## config.mk

```make
export PLATFORM = sky130hd
export DESIGN_NAME = blend_pipe_flat
export DESIGN_NICKNAME = d
export VERILOG_FILES = /design/src/rtl/blend_pipe_if.sv /design/src/rtl/blend_pipe.sv /design/src/flat_wrapper.sv
export SDC_FILE = /design/constraint.sdc
export NUM_CORES = 1
export LEC_CHECK = 0
export CAP_MARGIN = 30
export CELL_PAD_IN_SITES_DETAIL_PLACEMENT = 0
export CELL_PAD_IN_SITES_GLOBAL_PLACEMENT = 1
export CORE_MARGIN = 2
export CORE_UTILIZATION = 25
export DETAILED_ROUTE_END_ITERATION = 16
export PLACE_DENSITY_LB_ADDON = 0.1
export SKIP_CTS_REPAIR_TIMING = 1
export SLEW_MARGIN = 20
export SYNTH_ARGS = -nofsm -noshare
export SYNTH_HDL_FRONTEND = slang
export SYNTH_SLANG_ARGS = --single-unit
```

## constraint.sdc

```tcl
create_clock -name clock -period 4.7 [get_ports clock]
set_input_delay 0.94 -clock clock [delete_from_list [all_inputs] [get_ports clock]]
set_output_delay 0.94 -clock clock [all_outputs]
set_load 0.01 [all_outputs]
```

## src/rtl/blend_pipe_if.sv

```systemverilog
// Pixel stream bundle for blend_pipe: input pixel/coefficients with valid/ready,
// result pixel with valid/ready and saturation flag.
interface blend_pipe_if #(
    parameter int unsigned CW   = 5,
    parameter int unsigned NCH  = 3,
    parameter int unsigned FRAC = 4
);
    logic                in_valid;
    logic                in_ready;
    logic [NCH*CW-1:0]   in_first;
    logic [NCH*CW-1:0]   in_second;
    logic [1:0]          in_mode;
    logic [FRAC:0]       in_eva;
    logic [FRAC:0]       in_evb;
    logic [FRAC:0]       in_evy;
    logic                out_valid;
    logic                out_ready;
    logic [NCH*CW-1:0]   out_color;
    logic                out_sat;

    modport master (
        output in_valid, in_first, in_second, in_mode, in_eva, in_evb, in_evy, out_ready,
        input  in_ready, out_valid, out_color, out_sat
    );

    modport slave (
        input  in_valid, in_first, in_second, in_mode, in_eva, in_evb, in_evy, out_ready,
        output in_ready, out_valid, out_color, out_sat
    );
endinterface

```

## src/rtl/blend_pipe.sv

```systemverilog
// Two-stage colour effects pipeline: S1 forms per-channel coefficient products,
// S2 shifts, saturates and registers the pixel. One global stall enable.
module blend_pipe #(
    parameter int unsigned CW   = 5,
    parameter int unsigned NCH  = 3,
    parameter int unsigned FRAC = 4
) (
    input  logic        clock,
    input  logic        reset,
    blend_pipe_if.slave bus
);
    localparam int unsigned MAX = (2 ** CW) - 1;
    localparam int unsigned U   = 2 ** FRAC;
    localparam int unsigned CFW = FRAC + 1;
    localparam int unsigned PW  = CW + CFW;
    localparam int unsigned SW  = CW + FRAC + 2;
    localparam int unsigned DW  = NCH * CW;

    typedef enum logic [1:0] {
        MODE_PASS   = 2'b00,
        MODE_BLEND  = 2'b01,
        MODE_BRIGHT = 2'b10,
        MODE_DARK   = 2'b11
    } mode_e;

    // Any coefficient with the top bit set is at or above unity.
    function automatic logic [CFW-1:0] clamp_coef(input logic [CFW-1:0] c);
        return c[FRAC] ? CFW'(U) : c;
    endfunction

    function automatic logic [2*PW-1:0] products(
        input mode_e          m,
        input logic [CW-1:0]  f,
        input logic [CW-1:0]  s,
        input logic [CFW-1:0] eva,
        input logic [CFW-1:0] evb,
        input logic [CFW-1:0] evy
    );
        logic [PW-1:0] p1;
        logic [PW-1:0] p2;
        p1 = '0;
        p2 = '0;
        case (m)
            MODE_BLEND: begin
                p1 = PW'(f) * PW'(clamp_coef(eva));
                p2 = PW'(s) * PW'(clamp_coef(evb));
            end
            MODE_BRIGHT: p1 = PW'(CW'(MAX) - f) * PW'(clamp_coef(evy));
            MODE_DARK:   p1 = PW'(f) * PW'(clamp_coef(evy));
            default:     p1 = '0;
        endcase
        return {p2, p1};
    endfunction

    // Returns {sat, channel}; sat only ever raised by a clamped blend.
    function automatic logic [CW:0] chan_result(
        input mode_e         m,
        input logic [CW-1:0] f,
        input logic [PW-1:0] p1,
        input logic [PW-1:0] p2
    );
        logic [SW-1:0] s;
        logic [CW-1:0] r;
        logic          sat;
        s   = '0;
        r   = f;
        sat = 1'b0;
        case (m)
            MODE_BLEND: begin
                s = (SW'(p1) + SW'(p2)) >> FRAC;
                if (s > SW'(MAX)) begin
                    r   = CW'(MAX);
                    sat = 1'b1;
                end else begin
                    r = CW'(s);
                end
            end
            MODE_BRIGHT: begin
                s = SW'(f) + (SW'(p1) >> FRAC);
                r = (s > SW'(MAX)) ? CW'(MAX) : CW'(s);
            end
            MODE_DARK: begin
                s = SW'(p1) >> FRAC;
                r = (s > SW'(f)) ? '0 : CW'(SW'(f) - s);
            end
            default: r = f;
        endcase
        return {sat, r};
    endfunction

    logic          adv;
    logic          v1_q,     v1_d;
    mode_e         mode1_q,  mode1_d;
    logic [DW-1:0] first1_q, first1_d;
    logic [PW-1:0] p1_q [NCH];
    logic [PW-1:0] p1_d [NCH];
    logic [PW-1:0] p2_q [NCH];
    logic [PW-1:0] p2_d [NCH];
    logic          v2_q,     v2_d;
    logic [DW-1:0] color_q,  color_d;
    logic          sat_q,    sat_d;
    logic [CW:0]   res_c [NCH];

    assign adv           = !v2_q || bus.out_ready;
    assign bus.in_ready  = adv;
    assign bus.out_valid = v2_q;
    assign bus.out_color = color_q;
    assign bus.out_sat   = sat_q;

    always_comb begin
        for (int k = 0; k < NCH; k++) begin
            res_c[k] = chan_result(mode1_q, first1_q[k*CW +: CW], p1_q[k], p2_q[k]);
        end
    end

    // Next state: both stages advance together when the output is free.
    always_comb begin
        v1_d     = v1_q;
        mode1_d  = mode1_q;
        first1_d = first1_q;
        p1_d     = p1_q;
        p2_d     = p2_q;
        v2_d     = v2_q;
        color_d  = color_q;
        sat_d    = sat_q;
        if (adv) begin
            v1_d = bus.in_valid;
            if (bus.in_valid) begin
                mode1_d  = mode_e'(bus.in_mode);
                first1_d = bus.in_first;
                for (int k = 0; k < NCH; k++) begin
                    {p2_d[k], p1_d[k]} = products(mode_e'(bus.in_mode),
                                                  bus.in_first[k*CW +: CW],
                                                  bus.in_second[k*CW +: CW],
                                                  bus.in_eva, bus.in_evb, bus.in_evy);
                end
            end
            v2_d = v1_q;
            if (v1_q) begin
                sat_d = 1'b0;
                for (int k = 0; k < NCH; k++) begin
                    color_d[k*CW +: CW] = res_c[k][CW-1:0];
                    sat_d               = sat_d | res_c[k][CW];
                end
            end
        end
    end

    always_ff @(posedge clock) begin
        if (reset) begin
            v1_q    <= 1'b0;
            v2_q    <= 1'b0;
            color_q <= '0;
            sat_q   <= 1'b0;
        end else begin
            v1_q    <= v1_d;
            v2_q    <= v2_d;
            color_q <= color_d;
            sat_q   <= sat_d;
        end
    end

    // S1 payload needs no reset; its valid bit qualifies it.
    always_ff @(posedge clock) begin
        mode1_q  <= mode1_d;
        first1_q <= first1_d;
        p1_q     <= p1_d;
        p2_q     <= p2_d;
    end
endmodule
```

## src/flat_wrapper.sv

```systemverilog
// flat-port wrapper written by rule: the top's interface ports become plain ports
module blend_pipe_flat 
#(
    parameter int unsigned CW   = 5,
    parameter int unsigned NCH  = 3,
    parameter int unsigned FRAC = 4
)
  (clock, reset, bus_in_valid, bus_in_first, bus_in_second, bus_in_mode, bus_in_eva, bus_in_evb, bus_in_evy, bus_out_ready, bus_in_ready, bus_out_valid, bus_out_color, bus_out_sat);
  blend_pipe_if #(.CW(CW), .NCH(NCH), .FRAC(FRAC)) bus_i ();
  input  logic clock;
  input  logic reset;
  input wire logic [$bits(bus_i.in_valid)-1:0] bus_in_valid;
  input wire logic [$bits(bus_i.in_first)-1:0] bus_in_first;
  input wire logic [$bits(bus_i.in_second)-1:0] bus_in_second;
  input wire logic [$bits(bus_i.in_mode)-1:0] bus_in_mode;
  input wire logic [$bits(bus_i.in_eva)-1:0] bus_in_eva;
  input wire logic [$bits(bus_i.in_evb)-1:0] bus_in_evb;
  input wire logic [$bits(bus_i.in_evy)-1:0] bus_in_evy;
  input wire logic [$bits(bus_i.out_ready)-1:0] bus_out_ready;
  output wire logic [$bits(bus_i.in_ready)-1:0] bus_in_ready;
  output wire logic [$bits(bus_i.out_valid)-1:0] bus_out_valid;
  output wire logic [$bits(bus_i.out_color)-1:0] bus_out_color;
  output wire logic [$bits(bus_i.out_sat)-1:0] bus_out_sat;
  assign bus_i.in_valid = bus_in_valid;
  assign bus_i.in_first = bus_in_first;
  assign bus_i.in_second = bus_in_second;
  assign bus_i.in_mode = bus_in_mode;
  assign bus_i.in_eva = bus_in_eva;
  assign bus_i.in_evb = bus_in_evb;
  assign bus_i.in_evy = bus_in_evy;
  assign bus_i.out_ready = bus_out_ready;
  assign bus_in_ready = bus_i.in_ready;
  assign bus_out_valid = bus_i.out_valid;
  assign bus_out_color = bus_i.out_color;
  assign bus_out_sat = bus_i.out_sat;
  blend_pipe #(.CW(CW), .NCH(NCH), .FRAC(FRAC)) u_core (.clock(clock), .reset(reset), .bus(bus_i));
endmodule
```

* Word-level counts from Yosys, hierarchy flattened *
Index checks and enable logic that the tools add are counted.

storage, ports and cells
  RAM bits = 0
  memory bits (read-only) = 0
  input port bits = 51
  output and inout port bits = 18
  register bits after elaboration = 95
  latch bits = 0
  memories kept = 0
  word-level logic and storage cells = 81

cells by class
  $lt $le $gt $ge = 9
  equal/unequal tests = 6
  bitwise logic cells = 2
  div/mod/pow operators = 0
  shifts and indexed selects = 0
  multiply operators = 12
  muxes and demuxes = 24
  add/sub/neg operators = 12
  reductions and logical operators = 4

operators by type and width
  cell                                                 number
  multiplier 5 x 5 -> 10 bit                           9
  one-hot mux 10 bit (3 select lines)                  3
  2-to-1 mux 5 bit                                     12
  one-hot mux 5 bit (3 select lines)                   3
  adder 10 x 10 -> 11 bit                              3
  > comparator 11 x 5 -> 1 bit, second input constant  3
  multiplier 10 x 5 -> 10 bit                          3
  adder 5 x 6 -> 7 bit                                 3
  > comparator 7 x 5 -> 1 bit, second input constant   3
  > comparator 6 x 5 -> 1 bit                          3
  subtractor 5 x 5 -> 6 bit, first input constant      3
  subtractor 5 bit                                     3
  equality test 2 bit, second input constant           4
  2-to-1 mux 1 bit                                     6
  equality test 2 x 1 -> 1 bit, second input constant  2
  AND reduction 2 bit                                  2
  bitwise OR 1 bit                                     2
  logical NOT 1 bit                                    1
  logical OR 1 bit                                     1

* Logic depth before layout (Yosys ltp) *
Gate-level depths: netlist (run 1).

  depth in word-level cells = 6
  depth in mapped cells = 17

* Least setup slack after synthesis (run 1) *
No wires, ideal clock.

  path kind = input -> register
  start = input port bus_in_evb[4]
  end = register u_core.p2_q[29] (netlist bit), data pin
  setup slack = -0.048 ns
  stages = 15
  data arrival time = 4.482 ns
  path buffers = 2
  path through = clkbuf_1 > nor2b_1 > clkbuf_1 > nand2_1 > fa_1 > fa_1 > fa_1 > inv_1 > ha_1 > a21oi_1 > nor2b_1 > o21a_1 > o41a_1 > xnor2_1 > nor2_1

between the ends
  longest elaborated chain between the ends = 2

RTL lines
  element                     RTL line            text
  from (decl)                 flat_wrapper.sv:17  input wire logic [$bits(bus_i.in_evb)-1:0] bus_in_evb;
  2-to-1 mux 5 bit            blend_pipe.sv:28    return c[FRAC] ? CFW'(U) : c;
  multiplier 5 x 5 -> 10 bit  blend_pipe.sv:46    p2 = PW'(s) * PW'(clamp_coef(evb));
  to (signal assigned)        blend_pipe.sv:168   p2_q <= p2_d;
  to (decl)                   blend_pipe.sv:97    logic [PW-1:0] p2_q [NCH];

No other way between the ends.
A chain may end at the register's enable or synchronous reset.

* Worst setup path in the final report (run 1) *
  start = input port bus_in_eva[3]
  end = register u_core.p1_q[28] (netlist bit), data pin

between the ends
  longest elaborated chain between the ends = 3

RTL lines
  element                              RTL line            text
  from (decl)                          flat_wrapper.sv:16  input wire logic [$bits(bus_i.in_eva)-1:0] bus_in_eva;
  2-to-1 mux 5 bit                     blend_pipe.sv:28
  multiplier 5 x 5 -> 10 bit           blend_pipe.sv:45    p1 = PW'(f) * PW'(clamp_coef(eva));
  one-hot mux 10 bit (3 select lines)  blend_pipe.sv:43    case (m)
  to (signal assigned)                 blend_pipe.sv:167   p1_q <= p1_d;
  to (decl)                            blend_pipe.sv:95    logic [PW-1:0] p1_q [NCH];

No other way between the ends.

==> impl.org, run 1 <==
** Outcome
- The flow ran to the end, and the final reports show no timing, DRC or antenna violations.

** STA
- Setup violations remaining at the end of the flow were counted as 0.
- Counting I/O delays and the setup requirement, the final critical path takes roughly 4.5 ns.
- Derived from the worst setup path, the maximum achievable clock frequency is ~220 MHz.
- Final-layout worst hold slack :: approximately 0.45 ns
- Unrepaired setup endpoints after global routing :: no
- Accumulated negative setup slack :: 0 ns
- The number of pins exceeding their max-slew limit in the final report was 0.
- Share of the cycle needed by the critical path after routing :: 0.963
- Skew final :: 0.0125 ns
- Pin slew with the least headroom to its limit :: 0.902 ns
- Number of failing hold endpoints at the final stage :: 0
- Worst slew slack as a fraction of its limit :: 0.397

** Setup path
- Crit Path Category :: primary input to flip-flop
- Top cell family by delay on the critical path :: adder cells
- CP Buf/Inv Count :: 3
- For this run, the slowest stage of the critical path takes approximately 0.56 ns.
- STA classifies the critical path startpoint as a primary input.
- Cell repeated most along the worst path :: fa_1
- Worst path arrival time :: 4.66 ns
- Traced cell by cell, the critical path runs through clkdlybuf4s50_1, nor2b_4, buf_6, nand2_1, fa_1, fa_1, fa_1, inv_1, ha_4, nor2b_1, o21ai_1, nand2b_1, a21o_1, a21oi_1, xnor2_1, a31o_2.
- Crit path max fanout :: 5
- The worst setup path is captured at a flip-flop.
- Critical-path cell with the highest stage delay :: fa_1
- CP required :: 4.84 ns

** Synth
- A synthesized cell averages ~9 sq um.
- By area the synthesized netlist is led by ha_1 (24%), edfxtp_1 (15%), fa_1 (14%), and2_1 (6.2%), inv_1 (4.5%).
- Nets in the synthesized netlist :: about 2200
- Synth cell count leaders :: ha_1 (293), inv_1 (184), and2_1 (150)
- During synthesis, Yosys emitted a total of 0 warnings.
- Most common cell in the synthesized netlist :: ha_1
- Synthesized netlist cell count :: 1725
- Async set-reset flop share out of synthesis :: 0
- Primary FF master, synth :: edfxtp_1
- The share of synthesized area in the top cell type comes to 0.241.
- Counting flops with a built-in enable in the synthesized netlist gives 77.
- Combined area of all synthesized cells :: about 15000 sq um
- Synthesis-stage register bit count :: 95
- Post-synth top area cell :: ha_1
- The number of different library cells used by synthesis comes to 66.
- Of the synthesized area, sequential elements account for 0.176.

** Placed design
- The placed instances occupy a cell area of 18300 sq um.
- Placed Instances :: between 2000 and 3000
- Routability congestion estimate :: slightly below 0.8
- HPWL after DPL :: just under 40000 um
- Port bufs :: 68

** Floorplanning
- Vert. Die Dim :: 251 um
- In this run the count of I/O pins placed on the die edge is between 60 and 70.
- Die Width :: 251 um
- Floorplan row count :: 90
- For this configuration, the core starts out at a cell density of 0.252.
- The floorplan step defined a die boundary enclosing about 63000 sq um.
- The core region is between 60000 and 70000 sq um.

** Cells and area
- Nets :: about 2400
- Antenna diode count :: 0
- Fraction of layout instances using a drive strength above 1 :: 0.155
- The finished layout holds roughly 2700 standard cells, fillers aside.
- With fillers left out, the area of the finished cells amounts to roughly 19000 sq um.
- Compared with the post-synthesis result, the final layout area differs by 25.8%.

** Detailed routing
- Dividing the detail-routed via count by the number of cells gives ~4.5.
- The pre-antenna-repair detailed-routing pass consisted of 5 iterations.
- DR top layer :: met4
- Per-cell routed wire length :: 17.4 um
- Overall via count from detail_route :: around 12000
- First-iteration detailed-routing DRC count :: approximately 450
- Post-detailed-routing wire length :: 47600 um
- WL met2 :: between 20000 and 25000 um
- Wire segments on met3 add up to 640 um in the final route.
- Residual DRC count :: 0
- Total routed wire length on the met1 layer :: between 20000 and 25000 um
- In this run the remaining antenna-violating nets after routing total 0.

** Hold path
- The min-delay analysis places its worst path in the category flip-flop to flip-flop.

** Clocking
- For this design, the sink count on the clock tree is 95.
- Clock transition at the registers of the reported paths :: ~0.07 ns
- For the worst-skew pair, the clock arrives at the later sink with an insertion delay of around 0.38 ns.
- H-Tree Depth :: 3
- Number of buffers created by CTS :: 9
- Clock Root Buffer :: clkbuf_16
- TritonCTS clock tree :: done
- CTS Buffer Depth :: 2

** Global routing
- The via count of the first global-routing pass was 13196.
- Antenna violations before repair :: 0
- Entering global routing, the biggest net connects 47 pins.
- The first global-routing pass estimated roughly 76000 um of wire.
- Across every metal layer, demand over resource in global routing totals 0.156.
- Congestion Overflow GR :: 0

** Power and ir drop
- Peak ir drop on the vdd network :: between 0.15 and 0.2 mV
- Power comes to approximately 3.8 mW.
- Leakage Power :: approximately 9.3 nW
- In this run the power density over the cells is 199 nW/um^2.

** Job
- Max-cap violations in this run came to 0.
area by class of cell:
class	instances	area, sq um
Timing Repair Buffer	286	2510
Tap cell	782	978
Clock buffer	10	229
Sequential cell	95	2670
Clock inverter	6	92.6
Multi-Input combinational cell	1377	11900
Fill cell	6327	41100
Inverter	185	694
state kept, by name, indices dropped and copies added, names as in the netlist:
signal	cells
u_core.first1_q	15
u_core.p1_q	30
u_core.v1_q	1
u_core.bus.out_color	15
u_core.bus.out_valid	1
u_core.mode1_q	2
u_core.bus.out_sat	1
u_core.p2_q	30
kinds of logic after synthesis:
| group | count (synthesis) | synth area share |
|---|---|---|
| and+or+nand+nor | 577 | 0.194 |
| adders and majority gates | 399 | 0.381 |
| AOI/OAI and AO/OA | 299 | 0.127 |
| buffers and inverters | 253 | 0.0628 |
| DFF | 95 | 0.176 |
| xor gates and xnor gates | 89 | 0.0513 |
| muxes | 13 | 0.00864 |
metal layers:
| metal | vias up | track usage |
|---|---|---|
| li1 | 6296 | - |
| met1 | 6023 | 0.213 |
| met2 | 94 | 0.272 |
| met3 | 16 | 0.0104 |
| met4 | 0 | 0.0257 |
| met5 | - | 0 |
worst paths after layout:
check                      startpoint  slack [ns]  cells past startpoint                       end
min reg2reg  u_core.bus.out_color[11]        0.45                      2  u_core.bus.out_color[11]
min          u_core.bus.out_color[11]        0.45                      2  u_core.bus.out_color[11]
max                     bus_in_eva[3]        0.18                     16           u_core.p1_q[28]
max reg2reg            u_core.p1_q[4]        1.65                      9  u_core.bus.out_color[11]
report_power, final:
| part | internal (mW) | switching, mW | total, mW |
|---|---|---|---|
| Clock | 0.472 | 0.376 | 0.848 |
| Combinational | 0.895 | 0.980 | 1.88 |
| Sequential | 0.997 | 0.0867 | 1.08 |
| Total | 2.36 | 1.44 | 3.81 |
cells in the final DEF (no fill, tap or decap), drive strengths merged, types with 27 or more instances in the layout:
cell type and count:
a21o 37, a21oi 77, and2 150, buf 219
clkdlybuf4s50 60, edfxtp 77, fa 106, ha 293
inv 186, nand2 133, nand2b 43, nor2 120
nor2b 47, nor3 27, o21ai 73, xnor2 56
xor2 33
worst min-delay path, cell delays in order (launching register included):
cell and delay, ns:
dfxtp_1 0.31, nand2_1 0.05, o21ai_1 0.05
metrics by stage:
step / util / setup WS (ns)
after global routing: 0.317 / 0.00741
after global placement: 0.304 / -0.659
final: 0.317 / 0.176
after CTS: 0.310 / -0.208
after detailed placement: 0.304 / -0.606
after floorplan: - / 0.0285
Note: power is estimated with default switching activity, not from simulation.
==> inputs of run 2 (changes only) <==
- SLEW_MARGIN: 20 -> default
==> results of run 2 <==
No change in the layout: final DEF, timing and power equal those of run 1.
==> edit 1, RTL diff (config.mk and constraints of run 1) <==
`CW` is set to 5 in 3 places; all go to 3.
--- a/src/rtl/blend_pipe_if.sv
+++ b/src/rtl/blend_pipe_if.sv
@@ -3,3 +3,3 @@
 interface blend_pipe_if #(
-    parameter int unsigned CW   = 5,
+    parameter int unsigned CW   = 3,
     parameter int unsigned NCH  = 3,
--- a/src/rtl/blend_pipe.sv
+++ b/src/rtl/blend_pipe.sv
@@ -3,3 +3,3 @@
 module blend_pipe #(
-    parameter int unsigned CW   = 5,
+    parameter int unsigned CW   = 3,
     parameter int unsigned NCH  = 3,
--- a/src/flat_wrapper.sv
+++ b/src/flat_wrapper.sv
@@ -3,3 +3,3 @@
 #(
-    parameter int unsigned CW   = 5,
+    parameter int unsigned CW   = 3,
     parameter int unsigned NCH  = 3,
Ports: changed (resized bus_in_first, bus_in_second and bus_out_color); port bits go from 69 to 51. The function was not compared with the original's and may differ.
==> edit 1 against run 1 <==
Die area fell by 41%. Critical endpoint is now u_core.p1_q[6]$_DFFE_PP_. Sequential cell count fell by 24. Synthesized cell count fell by 42%. Setup slack improved by 0.28 ns. Synthesized area fell by 42%. Total power fell by 39%. Routed wire length fell by 46%. Design area fell by 45%.
==> edit 1: results (changes against run 1) <==
metric,value,unit,change
VDD IR max,143,uV,was 164 uV
# port buffers,50,,was 68
CTS Buf Count,9,,unchanged
initial antenna violation count,0,,unchanged
top_reg_cell synth,edfxtp_1,,unchanged
CP max FO,6,,was 5
clock latency on the worst-skew pair,0.35,ns,was 0.38 ns
Slew HR,43.8,%,was 39.7%
syn_nets,1239,,was 2175
n_diodes,0,,unchanged
register area share after synthesis,22.6,%,was 17.6%
share of cells above drive strength 1,6.06,%,was 15.5%
clock skew,0.00694,ns,was 0.0125 ns
Final #Nets,1297,,was 2404
pre-CTS WS,0.0848,ns,was -0.606 ns
Leakage,0.00501,uW,was 0.00930 uW
DPL Wire Length,21.2,mm,was 39.4 mm
"Async S/R FF share, synth",0,%,unchanged
vias in the first global route,7285,,was 13196
htree depth,3,,unchanged
Post-synth EDFFs,59,,was 77
largest net degree at the start of global routing,34,,was 47
Synth warnings,0,,unchanged
Filler cells,3750,,was 6327
GR Util All Layers,14.8,%,was 15.6%
Initial DRC Count,270,,was 448
final WL,25.8,mm,was 47.6 mm
routability cong.,0.778,,was 0.793
first drt pass iteration count,4,,was 5
path category of the worst min-delay check,register to register,,unchanged
Regs by FF count,"u_core.p1_q x24, u_core.p2_q x24",,"was u_core.p1_q x30, u_core.p2_q x30"
Clock transition at path regs,0.06,ns,
library cells used by synthesis,58,,was 66
arrival time worst endpoint,4.35,ns,was 4.66 ns
Clock Path Buffers,2,,unchanged
status,"complete, no violations",,unchanged
first-pass GRT wire length,41.6,mm,was 75.6 mm
root buf cell,clkbuf_16,,unchanged
"Slowest-stage cell, CP",fa_1,,unchanged
"top cells by count, synth","ha_1, inv_1, nand2_1, edfxtp_1, and2_1",,"was ha_1, inv_1, and2_1, nand2_1, nor2_1"
routed vias/inst,4.61,,was 4.53
CP max stage delay,0.51,ns,was 0.56 ns
Synth area leaders,"ha_1, edfxtp_1, fa_1",,unchanged
edit 1: cell type report:
class	count	area, um^2	area share, %
multi-input cells	766	6290	60.2
flip-flops and latches	71	2010	19.3
repair buffers	86	783	7.50
well taps	461	577	5.52
clock inverters	7	120	1.15
inverters	117	439	4.20
clock buffers	9	225	2.16
edit 1: final timing paths:
path                                          startpoint                                    to  slack [ns]  cells after the start
worst max-delay path                       bus_in_evy[4]              u_core.p1_q[6]$_DFFE_PP_        0.46                     13
worst min-delay path            u_core.v1_q$_SDFFE_PP0N_     u_core.bus.out_valid$_SDFFE_PP0N_        0.49                      2
worst max register to register  u_core.p1_q[5]$_DFFE_PP_  u_core.bus.out_color[7]$_SDFFE_PP0P_        2.38                      8
worst min register to register  u_core.v1_q$_SDFFE_PP0N_     u_core.bus.out_valid$_SDFFE_PP0N_        0.49                      2
edit 1: cell families (layout without fill, tap and decap cells):
family | Yosys count | in the layout | share of synthesized area (%)
AOI/OAI and AO/OA | 184 | 184 | 13.8
adders and majority gates | 207 | 207 | 33.4
xor gates and xnor gates | 42 | 42 | 4.14
buffers and inverters | 156 | 219 | 6.60
muxes | 15 | 15 | 1.79
and+or+nand+nor | 318 | 318 | 17.6
DFF | 71 | 71 | 22.6
edit 1: worst max-delay path: cells and delay by family:
family          cells  cell delay, ns
fa+ha+maj           4            1.43
simple gates        2            0.61
compound gates      3            0.59
buf+inv             2            0.54
xor+xnor            1            0.16
mux                 1            0.09
edit 1: report_power, final:
part           internal [uW]  switching, uW
clock network            520            291
registers                737           50.9
logic                    313            405
edit 1: routing by layer:
metal | vias up | wire length [um] | part of all wire [%] | global-route usage, %
met4 | 0 | 293 | 1.1 | 2.79
met5 | - | 0 | 0 | 0
met2 | 64 | 12200 | 47 | 24.9
li1 | 3498 | - | - | -
met3 | 16 | 611 | 2.4 | 1.76
met1 | 3416 | 12700 | 49 | 20.3
edit 1: through the flow:
stage	cells	cell area, um^2	power (uW)
floorplan	993	8890	1260
global placement	1501	10100	1540
detailed placement	1501	10100	1530
CTS	1517	10400	2360
global route	1517	10400	2480
finish	1517	10400	2320
==> edit 2, RTL diff (config.mk and constraints of run 1) <==
Made on the original files. Reset style: asynchronous (`reset`), changed in one clocked block.
--- a/src/rtl/blend_pipe.sv
+++ b/src/rtl/blend_pipe.sv
@@ -148,3 +148,3 @@
 
-    always_ff @(posedge clock) begin
+    always_ff @(posedge clock or posedge reset) begin
         if (reset) begin
Function: changed (Yosys sat finds a counterexample within 4 cycles, from zero or initial values and one cycle with reset high; the reset may be asserted at any time).
==> edit 2 against run 1 <==
First-iteration DRC count rose by 4.5%. Routed wire length shrank 0.38%. Design area grew 1.1%. Register-to-register slack improved by 0.25 ns. Setup slack got worse by 0.046 ns. Sequential cell count is the same. Die area increased by 1.1%. Count of clock-buffer cells in the layout up 1. Total power grew 0.25%. Synthesized cell count grew 0.17%. Synthesized area increased by 1.1%. Fmax shrank 1.0%.
==> edit 2: results (changes against run 1) <==
metric,value,unit,change
Initial DRC Count,468,,was 448
"top cells by count, synth","ha_1, inv_1, and2_1, nand2_1, fa_1",,"was ha_1, inv_1, and2_1, nand2_1, nor2_1"
initial antenna violation count,1,,was 0
first-pass GRT wire length,75.2,mm,was 75.6 mm
CTS Buf Count,9,,unchanged
status,"complete, no violations",,unchanged
largest family of logic cells by synthesized area,adder cells,,unchanged
vias in the first global route,13309,,was 13196
clock skew,0.00484,ns,was 0.0125 ns
pre-CTS WS,-0.817,ns,was -0.606 ns
Compound-Gate Fraction of Synth Area,14.0,%,was 12.7%
routability cong.,0.799,,was 0.793
routed vias/inst,4.54,,was 4.53
final WL,47.4,mm,was 47.6 mm
# port buffers,68,,unchanged
Filler cells,6398,,was 6327
Leakage,0.00932,uW,was 0.00930 uW
R2R depth,8,,was 9
Routed met3 length,701,um,was 640 um
Hold Crit Depth,2,,unchanged
register area share after synthesis,18.0,%,was 17.6%
n_diodes,0,,unchanged
"Async S/R FF share, synth",18.9,%,was 0%
Final #Nets,2410,,was 2404
Post-Synth XOR/XNOR Area,4.27,%,was 5.13%
"Slowest-stage cell, CP",fa_1,,unchanged
CP max stage delay,0.55,ns,
GR Util All Layers,15.3,%,was 15.6%
Clock transition at path regs,0.07,ns,about the same
largest net degree at the start of global routing,47,,unchanged
root buf cell,clkbuf_16,,unchanged
post-synthesis mux area share,0.862,%,was 0.864%
M1 wire length,23.5,mm,was 23.6 mm
WL met2,22.9,mm,was 23.0 mm
syn_nets,2178,,was 2175
DPL Wire Length,39.5,mm,was 39.4 mm
share of cells above drive strength 1,16.5,%,was 15.5%
Post-Synth Adder-Cell Area,37.7,%,was 38.1%
Regs by FF count,"u_core.p1_q x30, u_core.p2_q x30",,unchanged
first drt pass iteration count,4,,was 5
Clock Path Buffers,2,,unchanged
Synth area leaders,"ha_1, edfxtp_1, fa_1",,unchanged
arrival time worst endpoint,4.68,ns,was 4.66 ns
VDD IR max,176,uV,was 164 uV
CP max FO,7,,was 5
path category of the worst min-delay check,register to register,,unchanged
Slew HR,43.3,%,was 39.7%
-- edit 2: kinds of logic (layout without fill, tap and decap cells) --
kind of cell	after synthesis	after routing
multiplexers	12	12
AND/OR/NAND/NOR	546	546
flip-flops	95	95
buffers and inverters	277	514
AO/OA/AOI/OAI	324	324
adder cells (fa/ha/maj)	399	399
XOR/XNOR	75	75
-- edit 2: cell type report --
| cell class | instances | area, um^2 | share of cell area [%] |
|---|---|---|---|
| clock buffers | 11 | 233 | 1.20 |
| clock inverters | 5 | 33.8 | 0.175 |
| inverters | 208 | 781 | 4.04 |
| multi-input cells | 1356 | 12000 | 61.9 |
| flip-flops and latches | 95 | 2760 | 14.3 |
| well taps | 782 | 978 | 5.06 |
| repair buffers | 290 | 2580 | 13.4 |
-- edit 2: worst max-delay path, delay by kind of cell --
kind / cells / cell delay, ns
compound gates: 4 / 0.61
xor+xnor: 1 / 0.19
fa+ha+maj: 4 / 1.84
buf+inv: 4 / 0.81
simple gates: 3 / 0.30
-- edit 2: report_power, final --
part	switching [uW]	total [uW]	internal, uW
logic	1040	2000	956
clock network	334	693	359
registers	95.1	1120	1030
total	1470	3820	2340
-- edit 2: worst paths after layout --
path	startpoint	end	slack, ns
max	bus_in_evb[2]	u_core.p2_q[8]$_SDFFCE_PN0P_	0.13
min	u_core.bus.out_sat$_DFFE_PP0P_	u_core.bus.out_sat$_DFFE_PP0P_	0.52
max reg2reg	u_core.p1_q[5]$_DFFE_PP_	u_core.bus.out_color[11]$_DFFE_PP0P_	1.90
min reg2reg	u_core.bus.out_sat$_DFFE_PP0P_	u_core.bus.out_sat$_DFFE_PP0P_	0.52
max in group asynchronous	reset	u_core.bus.out_color[3]$_DFFE_PP0P_	3.21
min in group asynchronous	reset	u_core.bus.out_color[10]$_DFFE_PP0P_	1.01
-- edit 2: layer usage --
metal / GRT usage, % / vias up
met5: 0 / -
met4: 2.15 / 0
met3: 1.08 / 15
met2: 26.9 / 96
met1: 20.8 / 6009
li1: - / 6360
-- edit 2: per-stage QoR --
step	std cells	utilization, %	total power [uW]	area [um^2]
floorplan	1728	-	2260	15400
global placement	2723	30.7	3110	18600
detailed placement	2724	30.7	3100	18600
CTS	2740	31.1	3820	18800
global route	2747	31.9	4150	19300
finish	2747	31.9	3820	19300
